File: config.mk
export PLATFORM = sky130hd
export DESIGN_NAME = ov5642_cfg_seq
export DESIGN_NICKNAME = d
export VERILOG_FILES = /design/src/rtl/ov5642_cfg_seq.sv
export SDC_FILE = /design/constraint.sdc
export NUM_CORES = 1
export LEC_CHECK = 0
export ABC_AREA = 1
export CORE_MARGIN = 2
export CORE_UTILIZATION = 55
export DETAILED_ROUTE_END_ITERATION = 10
export GPL_TIMING_DRIVEN = 0
export HOLD_SLACK_MARGIN = 0.06
export PLACE_DENSITY_LB_ADDON = 0.25
export REMOVE_ABC_BUFFERS = 1
export SLEW_MARGIN = 0
export SYNTH_ARGS = -nofsm -noshare
export SYNTH_HDL_FRONTEND = slang
export SYNTH_SLANG_ARGS = --single-unit
export TNS_END_PERCENT = 5
File: constraint.sdc
create_clock -name i_clk -period 2.4 [get_ports i_clk]
set_clock_uncertainty 0.05 [all_clocks]
set_input_delay 0.24 -clock i_clk [delete_from_list [all_inputs] [get_ports i_clk]]
set_output_delay 0.24 -clock i_clk [all_outputs]
set_load 0.1 [all_outputs]
File: src/rtl/ov5642_cfg_seq.sv
// OV5642 register-table sequencer: walks a {sub_addr, data} table and issues SCCB writes,
// with delay/end markers, per-entry NACK retries and sticky done/error flags.
module ov5642_cfg_seq #(
  parameter int unsigned CLK_FREQ  = 100_000_000,
  parameter logic [7:0]  SCCB_ID   = 8'h78,
  parameter int unsigned ROM_DEPTH = 256,
  parameter int unsigned MAX_RETRY = 3
) (
  input  logic        i_clk,
  input  logic        i_rst_n,
  input  logic        i_start,
  output logic        o_busy,
  output logic        o_done,
  output logic        o_err,
  output logic [7:0]  o_rom_addr,
  input  logic [23:0] i_rom_data,
  output logic        o_wr_req,
  input  logic        i_wr_ack,
  output logic [7:0]  o_wr_id,
  output logic [15:0] o_wr_sub_addr,
  output logic [7:0]  o_wr_data,
  input  logic        i_wr_done,
  input  logic        i_wr_nack
);

  localparam int unsigned LP_TICK      = ((CLK_FREQ / 1000) > 0) ? (CLK_FREQ / 1000) : 1;
  localparam logic [31:0] LP_TICK_LAST = 32'(LP_TICK - 1);
  localparam logic [7:0]  LP_LAST_ADDR = 8'(ROM_DEPTH - 1);
  localparam logic [7:0]  LP_MAX_RETRY = 8'(MAX_RETRY);
  localparam logic [15:0] LP_END_MARK  = 16'hFFFF;
  localparam logic [15:0] LP_DLY_MARK  = 16'hFFFE;

  typedef enum logic [3:0] {
    S_IDLE      = 4'd0,
    S_FETCH     = 4'd1,
    S_WAIT_ROM  = 4'd2,
    S_DECODE    = 4'd3,
    S_REQ       = 4'd4,
    S_WAIT_DONE = 4'd5,
    S_DELAY     = 4'd6,
    S_FINISH    = 4'd7,
    S_ERR       = 4'd8
  } state_t;

  state_t      r_state, w_state_nxt;
  logic [7:0]  r_rom_addr, w_rom_addr_nxt;
  logic [15:0] r_sub_addr, w_sub_addr_nxt;
  logic [7:0]  r_data, w_data_nxt;
  logic        r_wr_req, w_wr_req_nxt;
  logic        r_busy, w_busy_nxt;
  logic        r_done, w_done_nxt;
  logic        r_err, w_err_nxt;
  logic [7:0]  r_retry, w_retry_nxt;
  logic [7:0]  r_ms_cnt, w_ms_cnt_nxt;
  logic [31:0] r_tick_cnt, w_tick_cnt_nxt;

  // Advancing past the last table slot finishes the run instead of wrapping to entry 0
  state_t      w_adv_state;
  logic [7:0]  w_adv_addr;
  assign w_adv_state = (r_rom_addr == LP_LAST_ADDR) ? S_FINISH : S_FETCH;
  assign w_adv_addr  = (r_rom_addr == LP_LAST_ADDR) ? r_rom_addr : (r_rom_addr + 8'd1);

  assign o_busy        = r_busy;
  assign o_done        = r_done;
  assign o_err         = r_err;
  assign o_rom_addr    = r_rom_addr;
  assign o_wr_req      = r_wr_req;
  assign o_wr_id       = SCCB_ID;
  assign o_wr_sub_addr = r_sub_addr;
  assign o_wr_data     = r_data;

  // Next-state and next-register values for the sequencer
  always_comb begin
    w_state_nxt    = r_state;
    w_rom_addr_nxt = r_rom_addr;
    w_sub_addr_nxt = r_sub_addr;
    w_data_nxt     = r_data;
    w_wr_req_nxt   = r_wr_req;
    w_done_nxt     = r_done;
    w_err_nxt      = r_err;
    w_retry_nxt    = r_retry;
    w_ms_cnt_nxt   = r_ms_cnt;
    w_tick_cnt_nxt = r_tick_cnt;
    case (r_state)
      S_IDLE: begin
        if (i_start) begin
          w_state_nxt    = S_FETCH;
          w_rom_addr_nxt = 8'd0;
          w_retry_nxt    = 8'd0;
          w_done_nxt     = 1'b0;
          w_err_nxt      = 1'b0;
        end else begin
          w_state_nxt    = S_IDLE;
        end
      end
      S_FETCH:    w_state_nxt = S_WAIT_ROM;
      S_WAIT_ROM: w_state_nxt = S_DECODE;
      S_DECODE: begin
        if (i_rom_data[23:8] == LP_END_MARK) begin
          w_state_nxt = S_FINISH;
        end else if (i_rom_data[23:8] == LP_DLY_MARK) begin
          if (i_rom_data[7:0] == 8'd0) begin
            w_state_nxt    = w_adv_state;
            w_rom_addr_nxt = w_adv_addr;
            w_retry_nxt    = 8'd0;
          end else begin
            w_state_nxt    = S_DELAY;
            w_ms_cnt_nxt   = i_rom_data[7:0];
            w_tick_cnt_nxt = 32'd0;
          end
        end else begin
          w_state_nxt    = S_REQ;
          w_sub_addr_nxt = i_rom_data[23:8];
          w_data_nxt     = i_rom_data[7:0];
          w_wr_req_nxt   = 1'b1;
        end
      end
      S_REQ: begin
        if (i_wr_ack) begin
          w_state_nxt  = S_WAIT_DONE;
          w_wr_req_nxt = 1'b0;
        end else begin
          w_wr_req_nxt = 1'b1;
        end
      end
      S_WAIT_DONE: begin
        if (i_wr_done) begin
          if (!i_wr_nack) begin
            w_state_nxt    = w_adv_state;
            w_rom_addr_nxt = w_adv_addr;
            w_retry_nxt    = 8'd0;
          end else if (r_retry < LP_MAX_RETRY) begin
            w_state_nxt  = S_REQ;
            w_retry_nxt  = r_retry + 8'd1;
            w_wr_req_nxt = 1'b1;
          end else begin
            w_state_nxt = S_ERR;
            w_err_nxt   = 1'b1;
          end
        end else begin
          w_state_nxt = S_WAIT_DONE;
        end
      end
      S_DELAY: begin
        if (r_tick_cnt == LP_TICK_LAST) begin
          w_tick_cnt_nxt = 32'd0;
          if (r_ms_cnt <= 8'd1) begin
            w_ms_cnt_nxt   = 8'd0;
            w_state_nxt    = w_adv_state;
            w_rom_addr_nxt = w_adv_addr;
            w_retry_nxt    = 8'd0;
          end else begin
            w_ms_cnt_nxt   = r_ms_cnt - 8'd1;
          end
        end else begin
          w_tick_cnt_nxt = r_tick_cnt + 32'd1;
        end
      end
      S_FINISH: begin
        w_done_nxt  = 1'b1;
        w_state_nxt = S_IDLE;
      end
      S_ERR:   w_state_nxt = S_IDLE;
      default: w_state_nxt = S_IDLE;
    endcase
    w_busy_nxt = (w_state_nxt != S_IDLE);
  end

  // State and output registers
  always_ff @(posedge i_clk or negedge i_rst_n) begin
    if (!i_rst_n) begin
      r_state    <= S_IDLE;
      r_rom_addr <= 8'd0;
      r_sub_addr <= 16'd0;
      r_data     <= 8'd0;
      r_wr_req   <= 1'b0;
      r_busy     <= 1'b0;
      r_done     <= 1'b0;
      r_err      <= 1'b0;
      r_retry    <= 8'd0;
      r_ms_cnt   <= 8'd0;
      r_tick_cnt <= 32'd0;
    end else begin
      r_state    <= w_state_nxt;
      r_rom_addr <= w_rom_addr_nxt;
      r_sub_addr <= w_sub_addr_nxt;
      r_data     <= w_data_nxt;
      r_wr_req   <= w_wr_req_nxt;
      r_busy     <= w_busy_nxt;
      r_done     <= w_done_nxt;
      r_err      <= w_err_nxt;
      r_retry    <= w_retry_nxt;
      r_ms_cnt   <= w_ms_cnt_nxt;
      r_tick_cnt <= w_tick_cnt_nxt;
    end
  end

endmodule

### Word-level counts from Yosys, hierarchy flattened

Cells that the tools add are included.

| storage, ports and cells | value |
|---|---|
| register bits after elaboration | 88 |
| output and inout bits | 44 |
| bits of input ports | 30 |
| word-level logic and storage cells | 115 |

| operators by class | value |
|---|---|
| $add $sub $neg | 4 |
| magnitude comparators | 2 |
| mux-type cells | 55 |
| bitwise operators | 2 |
| equal/unequal tests | 25 |
| reduce and logical (&&, ||, !) cells | 16 |

Operator list:

| cell | number |
|---|---|
| two-way mux 8 bit | 22 |
| two-way mux 32 bit | 4 |
| one-hot mux 32 bit (2 select lines) | 1 |
| one-hot mux 8 bit (4 select lines) | 2 |
| adder 32 x 1 -> 32 bit, second input constant | 1 |
| == test 16 bit, second input constant | 2 |
| == test 32 x 17 -> 1 bit, second input constant | 1 |
| two-way mux 4 bit | 8 |
| one-hot mux 4 bit (7 select lines) | 1 |
| != test 2 bit, second input constant | 13 |
| AND reduction 9 bit | 2 |
| adder 8 x 1 -> 8 bit, second input constant | 2 |
| == test 4 x 3 -> 1 bit, second input constant | 4 |
| one-hot mux 8 bit (2 select lines) | 1 |
| two-way mux 1 bit | 11 |
| AND reduction 5 bit | 2 |
| == test 4 x 2 -> 1 bit, second input constant | 2 |
| == test 8 bit, second input constant | 1 |
| <= comparator 8 x 1 -> 1 bit, second input constant | 1 |
| zero test 8 bit | 1 |
| < comparator 8 x 2 -> 1 bit, second input constant | 1 |
| nonzero test 4 bit | 2 |
| subtractor 8 x 1 -> 8 bit, second input constant | 1 |
| two-way mux 3 bit | 2 |
| 12 further kinds | 16 |

### Depth between registers and ports, before layout

Gate-level depths: netlist of the first run.

| depth | value |
|---|---|
| word-level depth | 7 |
| mapped depth | 15 |

### Worst setup path after synthesis of the first run

No wires, ideal clock.

| timing path | value |
|---|---|
| kind | register to register |
| from | reg r_rom_addr[0], in the netlist o_rom_addr[0] |
| to | reg r_rom_addr[6], in the netlist o_rom_addr[6] |
| stages on the path, launching flop included | 12 |
| setup slack | 152 ps |
| path buffers | 0 |
| required time | 2,283 ps |
| clock period less this slack | 2,248 ps |
| arrival time | 2,131 ps |
| cells stage by stage | dfrtp_1 ha_1 nand2_1 inv_1 nand3_1 nor2_1 nand2_1 nand2_1 nor2_4 nand2_4 nand2_1 nand2_1 |

| between the ends | value |
|---|---|
| longest elaborated chain between the ends | 6 |
| elaborated cells between the ends (all ways) | 11 |

Ends and longest elaborated chain:

| item | RTL line | text |
|---|---|---|
| start: declaration | 46 | `logic [7:0] r_rom_addr, w_rom_addr_nxt;` |
| start signal: assignment | 185 | `r_rom_addr <= w_rom_addr_nxt;` |
| adder 8 x 1 -> 8 bit or == test 8 bit (tied branches) | 61 | `assign w_adv_addr = (r_rom_addr == LP_LAST_ADDR) ? r_rom_addr : (r_rom_addr + 8'd1);` |
| two-way mux 8 bit * | 61 |  |
| two-way mux 8 bit | 102 | `if (i_rom_data[7:0] == 8'd0) begin` |
| two-way mux 8 bit | 101 | `end else if (i_rom_data[23:8] == LP_DLY_MARK) begin` |
| two-way mux 8 bit | 99 | `if (i_rom_data[23:8] == LP_END_MARK) begin` |
| one-hot mux 8 bit (4 select lines) * | 84 | `case (r_state)` |

Mark *: on every way between the ends. The rest lies on a longest branch, timed or not. The select of a mux whose other input is x is not followed.
A chain may end at the register's enable or synchronous reset.

### Worst setup path in the final report of the first run

| timing path | value |
|---|---|
| from | reg r_rom_addr[5], in the netlist o_rom_addr[5] |
| to | out o_rom_addr[5] |

RTL lines:

| item | RTL line | text |
|---|---|---|
| end: declaration | 15 | `output logic [7:0] o_rom_addr,` |

No word-level cell between the ends.

==> impl_summary.log, run 1 <==
INFO  metric cts.htree.levels = 3
INFO  metric cp-end-kind = output port
INFO  metric slew_viol_final = 0
INFO  metric power_per_cell_area = 1370 mW/mm²
INFO  metric cts.sinks = 88
INFO  metric vias_per_cell = 5.28
INFO  metric antenna-diode-count = 0
INFO  metric global_route.overflow_total = 0
INFO  metric dp.final_hpwl = 9.58 mm
INFO  metric first_global_vias = 4835
INFO  metric detail_route.wirelength = 13.2 mm
INFO  metric layoutNonFillerInstCount = 961
INFO  metric postSynthCellCount = 756
INFO  metric post-route-period-util = 95.4%
INFO  metric setup_viol_count_final = 0
INFO  metric clk_pin_slew_worst_paths = 90 ps
INFO  metric cts_made_buffers = 9
INFO  metric worstSetupStartpointType = flop
INFO  metric synth_warnings = 0
INFO  metric synth.yosys.seq_area_share = 40.8%
INFO  metric worst_ep_required_time = 2110 ps
INFO  metric timing.setup.critical_path_class = flop to output port
INFO  metric timing.hold.ws = 274 ps
INFO  metric die-height = 103 µm
INFO  metric mappedNetlistArea = 0.00540 mm²
INFO  metric ios = 74
INFO  metric share_of_cells_above_drive_strength_1 = 6.16%
INFO  metric cpLargestDelayFamily = buffers and inverters
INFO  metric critPathMaxStageDelay = 1180 ps
INFO  metric critical_path_cell_by_cell = clkdlybuf4s50_1
INFO  metric post_layout_nets = 859
INFO  metric die_area = 0.0106 mm²
INFO  metric critPathBufInv = 1
INFO  metric antenna_violating_nets_remaining = 0
INFO  metric hold_violations = 0
INFO  metric worst_pin_slew = 1010 ps
INFO  metric insertion_delay = 360 ps
INFO  metric ir_worst_vdd = 0.000930 V
INFO  metric first_pass_iters = 5
INFO  metric portBuffers = 65
INFO  metric groute.usage.overall = 26.4%
INFO  metric final_design_instance_area_without_fill = 0.00638 mm²
INFO  metric avgSynthCellArea = 7.14 µm²
INFO  metric timing.slew.headroom = 32.7%
INFO  metric async_flop_share = 100%
INFO  metric crit_path_max_fanout = 6
INFO  metric post_synth_most_frequent_cells = sky130_fd_sc_hd__nand2_1, sky130_fd_sc_hd__nor2_1, sky130_fd_sc_hd__inv_1
INFO  metric drv.max_cap_violation_count = 0
INFO  metric synth_edf_count = 0
INFO  metric synth_cell_type_count = 38
INFO  metric finalWeightedCongestion = 0.919
INFO  metric largest_net_degree_at_the_start_of_global_routing = 63
INFO  metric row_count = 36
INFO  metric cts_tree = yes
INFO  metric rsz0062_at_grt = no
INFO  metric num_vias = 5075
INFO  metric postSynthRegisterBits = 88
INFO  metric yosys.cell_count.top_type = sky130_fd_sc_hd__nand2_1
INFO  metric max_clock_freq = 437 MHz
INFO  metric run_status = completed
INFO  metric synth.area.top_cells = sky130_fd_sc_hd__dfrtp_1, sky130_fd_sc_hd__nand2_1, sky130_fd_sc_hd__nor2_1, sky130_fd_sc_hd__inv_1, sky130_fd_sc_hd__xor2_1
INFO  metric cts_root_buffer = sky130_fd_sc_hd__clkbuf_8
INFO  metric placedCellCount = 941
INFO  metric post-synth-top-area-cell = sky130_fd_sc_hd__dfrtp_1
INFO  metric p_leak = 2.94 nW
INFO  metric finish.utilization = 66.2%
INFO  metric cts-root-to-sink-buffers = 2
INFO  metric initial_core_util = 56.0%
INFO  metric arrival = 2000 ps
INFO  metric floorplan.core_area = 0.00964 mm²
INFO  metric routed_length_per_instance = 13.7 µm
INFO  metric drcViolationCount = 0
INFO  metric hold_class = primary input to async pin
INFO  metric critical_path.slowest_cell = sky130_fd_sc_hd__clkdlybuf4s50_1
INFO  metric area.growth.synth_to_final = 18.2%
INFO  metric antenna_violations_before_repair = 0
INFO  metric postSynth.topFlopCell = sky130_fd_sc_hd__dfrtp_1
INFO  metric floorplan.die.width = 103 µm
INFO  metric final_period_minus_worst_setup_slack = 2290 ps
INFO  metric yosys.area.top_type_share = 40.8%
INFO  metric total_power = 0.00876 W
INFO  metric grt_pass1_wl = 22.2 mm
INFO  metric dpl_cell_area = 0.00614 mm²
INFO  metric drt-initial-drc-count = 330
-- worst reg2reg max path: cells and delay by family (launching register included) --
kind	cells	cell delay, ps
compound gates	1	120
flops	1	410
simple gates	9	1080
fa+ha+maj	1	270
buf+inv	1	170
-- path summary, 6_finish.rpt --
check,startpoint,endpoint,slack [ps],cells past startpoint
worst min register to register,o_wr_sub_addr[1],o_wr_sub_addr[1],440,2
max in group asynchronous,i_rst_n,r_retry[0],1390,3
min in group i_clk,i_rom_data[17],o_wr_sub_addr[9],400,3
worst min-delay path,i_rst_n,o_wr_data[6],270,2
worst max-delay path,o_rom_addr[5],o_rom_addr[5],110,1
worst max register to register,r_tick_cnt[1],o_rom_addr[4],200,12
-- power breakdown --
part           switching [W]  internal [W]
registers           0.000568       0.00204
clock network       0.000535      0.000481
logic                0.00375       0.00138
total                0.00486       0.00390
-- logic make-up (layout without fill, tap and decap cells) --
kind of cell / count (synthesis) / count (layout) / synth area share [%]
buffers and inverters: 119 / 183 / 9.58
adders and majority gates: 5 / 5 / 1.16
xor gates and xnor gates: 33 / 33 / 5.36
and+or+nand+nor: 430 / 432 / 34.5
DFF: 88 / 88 / 40.8
other: 2 / 8 / 0.139
AOI/OAI and AO/OA: 79 / 79 / 8.49
-- repair_timing --
action	4_1_cts	5_1_grt
setup endpoints to repair	37	10
endpoints found under the hold margin	26	0
setup buffers	2	0
pin swaps	1	1
cloned	1	1
gates resized for setup	0	5
hold buffers	1	0
-- stage by stage --
| stage | setup TNS (ps) | worst slack (ps) |
|---|---|---|
| final | 0 | 110 |
| after global routing | 0 | 1.66 |
| after CTS | 0 | 67.5 |
| after detailed placement | -9850 | -437 |
| after global placement | -203320 | -2140 |
| after floorplan | 0 | 152 |
-- flip-flops by register name (all words and copies together) (netlist names) --
signal / count
o_busy: 1
r_retry: 8
o_wr_req: 1
o_done: 1
r_ms_cnt: 8
r_tick_cnt: 32
o_wr_data: 8
o_err: 1
o_rom_addr: 8
r_state: 4
o_wr_sub_addr: 16
-- placed cells by master, fill, tap and decap left out, types with 8 or more instances in the layout --
cell / n
sky130_fd_sc_hd__conb_1: 8
sky130_fd_sc_hd__nor3_1: 14
sky130_fd_sc_hd__nand3b_1: 10
sky130_fd_sc_hd__dfrtp_1: 88
sky130_fd_sc_hd__o22ai_1: 15
sky130_fd_sc_hd__clkbuf_8: 9
sky130_fd_sc_hd__nor2_1: 113
sky130_fd_sc_hd__inv_1: 92
sky130_fd_sc_hd__nand2_1: 222
sky130_fd_sc_hd__nand3_1: 40
sky130_fd_sc_hd__o21ai_1: 17
sky130_fd_sc_hd__nand4_1: 10
sky130_fd_sc_hd__clkdlybuf4s50_1: 64
sky130_fd_sc_hd__xor2_1: 27
sky130_fd_sc_hd__o21ai_0: 28
-- area by class of cell --
cell class	instances	area (µm²)
Multi-Input combinational cell	557	2730
Fill cell	884	3260
Clock inverter	4	53.8
Clock buffer	11	131
Sequential cell	88	2200
Inverter	98	372
Timing Repair Buffer	70	721
Tap cell	133	166
-- per-layer routing --
| layer | up-vias | GRT usage, % | share of wire, % |
|---|---|---|---|
| met5 | - | 0 | 0 |
| met4 | 0 | 8.20 | 1.6 |
| met3 | 17 | 4.41 | 6.5 |
| met2 | 182 | 43.7 | 48 |
| met1 | 2372 | 35.6 | 44 |
| li1 | 2504 | - | - |
Power figures use the tool's default switching activity.
==> run 2, diff against run 1 <==
Settings changed: CTS_CLUSTER_DIAMETER from default to 120.
==> results of run 2 <==
Same layout as run 1: the final DEF is identical, and so are final timing and power.
==> run 3, diff against run 2 <==
Settings changed: SKIP_LAST_GASP from default to 1.
==> impl_summary.log, run 3 (synthesized netlist as in run 1, its figures left out) <==
INFO  metric cts.htree.levels = 3
INFO  metric layout.cells.most_common = sky130_fd_sc_hd__nand2_1
INFO  metric layoutNonFillerInstCount = 961
INFO  metric critical_path_cell_by_cell = clkdlybuf4s50_1
INFO  metric post-route-period-util = 95.4%
INFO  metric area.growth.synth_to_final = 18.1%
INFO  metric drcViolationCount = 0
INFO  metric worstSetupStartpointType = flop
INFO  metric detail_route.wirelength = 13.1 mm
INFO  metric largest_net_degree_at_the_start_of_global_routing = 63
INFO  metric rsz0062_at_grt = yes
INFO  metric critPathMaxStageDelay = 1180 ps
INFO  metric setup_ws = 110 ps
INFO  metric initial_core_util = 56.0%
INFO  metric finalWeightedCongestion = 0.919
INFO  metric worst_ep_required_time = 2110 ps
INFO  metric cts_tree = yes
INFO  metric run_status = completed
INFO  metric filler_cell_count = 886
INFO  metric final_period_minus_worst_setup_slack = 2290 ps
INFO  metric drv.max_cap_violation_count = 0
INFO  metric cpLargestDelayFamily = buffers and inverters
INFO  metric post_layout_nets = 859
INFO  metric regMostFlops = r_tick_cnt
INFO  metric setup_tns = 0 ps
INFO  metric vias_per_cell = 5.24
INFO  metric hold_violations = 0
INFO  metric placedCellCount = 941
INFO  metric antenna_violating_nets_remaining = 0
INFO  metric antenna_violations_before_repair = 0
INFO  metric setup_viol_count_final = 0
INFO  metric floorplan.die.width = 103 µm
INFO  metric cp-end-kind = output port
INFO  metric clk_pin_slew_worst_paths = 90 ps
INFO  metric p_leak = 2.94 nW
INFO  metric post_placement_setup_slack = -437 ps
INFO  metric cts_made_buffers = 9
INFO  metric antenna-diode-count = 0
INFO  metric share_of_cells_above_drive_strength_1 = 6.16%
INFO  metric r2r.worst_path.cells = 12
INFO  metric first_global_vias = 4835
INFO  metric row_count = 36
INFO  metric grt_pass1_wl = 22.2 mm
INFO  metric groute.usage.overall = 26.4%
INFO  metric die_area = 0.0106 mm²
INFO  metric ios = 74
INFO  metric insertion_delay = 360 ps
INFO  metric cts.sinks = 88
INFO  metric drt-initial-drc-count = 314
INFO  metric first_pass_iters = 5
INFO  metric cts-root-to-sink-buffers = 2
INFO  metric floorplan.core_area = 0.00964 mm²
INFO  metric cell_count_along_the_critical_path = 1
INFO  metric dp.final_hpwl = 9.58 mm
INFO  metric hold_class = primary input to async pin
INFO  metric cts_root_buffer = sky130_fd_sc_hd__clkbuf_8
INFO  metric num_vias = 5038
INFO  metric portBuffers = 65
INFO  metric worst_pin_slew = 1000 ps
INFO  metric timing.slew.headroom = 33.0%
INFO  metric critPathBufInv = 1
INFO  metric critical_path.slowest_cell = sky130_fd_sc_hd__clkdlybuf4s50_1
INFO  metric global_route.overflow_total = 0
INFO  metric routed_length_per_instance = 13.6 µm
INFO  metric ir_worst_vdd = 0.000928 V
INFO  metric crit_path_max_fanout = 6
INFO  metric largest_reg_flops = 32
INFO  metric power_per_cell_area = 1370 mW/mm²
INFO  metric slew_viol_final = 0
INFO  metric arrival = 2000 ps
INFO  metric die-height = 103 µm
INFO  metric timing.setup.critical_path_class = flop to output port
INFO  metric total_power = 0.00874 W
INFO  metric max_clock_freq = 437 MHz
INFO  metric mostFrequentLayoutCells = sky130_fd_sc_hd__nand2_1, sky130_fd_sc_hd__nor2_1, sky130_fd_sc_hd__inv_1
[run 3: cell count changes in the layout (fill, tap and decap cells not counted)]
cell	change
sky130_fd_sc_hd__nor2_2	+1
sky130_fd_sc_hd__nor2_4	-1
[run 3: stage by stage]
stage	instance area, µm²	hold WS, ps	util [%]
floorplan	5270	-106	-
global placement	6090	411	63.2
detailed placement	6140	134	63.7
CTS	6360	280	66.0
global route	6370	318	66.1
finish	6370	275	66.1
[run 3: report_power, final]
part | leakage (nW) | switching (W) | internal (W)
clock | 0.0860 | 0.000535 | 0.000481
sequential | 1.15 | 0.000568 | 0.00204
combinational | 1.70 | 0.00374 | 0.00138
[run 3: routing by layer]
| layer | vias to the layer above | share of wire, % | global-route usage (%) |
|---|---|---|---|
| li1 | 2504 | - | - |
| met1 | 2338 | 44 | 35.6 |
| met2 | 177 | 48 | 43.7 |
| met3 | 19 | 6.8 | 4.41 |
| met4 | 0 | 1.7 | 8.20 |
| met5 | - | 0 | 0 |
[run 3: what timing repair did]
| action | CTS | global route |
|---|---|---|
| gates resized for setup | 0 | 4 |
| hold buffers | 1 | 0 |
| endpoints found under the setup margin | 37 | 10 |
| setup buffers | 2 | 0 |
| gates cloned | 1 | 1 |
| pin swaps | 1 | 1 |
| endpoints found under the hold margin | 26 | 0 |
[run 3: final timing paths]
| check | endpoint | start | slack (ps) |
|---|---|---|---|
| setup / recovery | o_rom_addr[5] | o_rom_addr[5] | 110 |
| hold / removal | o_wr_data[6] | i_rst_n | 280 |
| setup reg to reg | o_rom_addr[4] | r_tick_cnt[1] | 180 |
| hold reg to reg | o_wr_sub_addr[3] | o_wr_sub_addr[3] | 440 |
| max in group asynchronous | r_retry[0] | i_rst_n | 1380 |
| min in group i_clk | o_wr_sub_addr[9] | i_rom_data[17] | 410 |
[run 3: area by class of cell]
type / instances / area [µm²] / share of cell area [%]
Sequential cell: 88 / 2200 / 34.5
Clock inverter: 4 / 53.8 / 0.844
Clock buffer: 11 / 131 / 2.06
Timing Repair Buffer: 70 / 721 / 11.3
Tap cell: 133 / 166 / 2.61
Inverter: 98 / 372 / 5.83
Multi-Input combinational cell: 557 / 2730 / 42.8
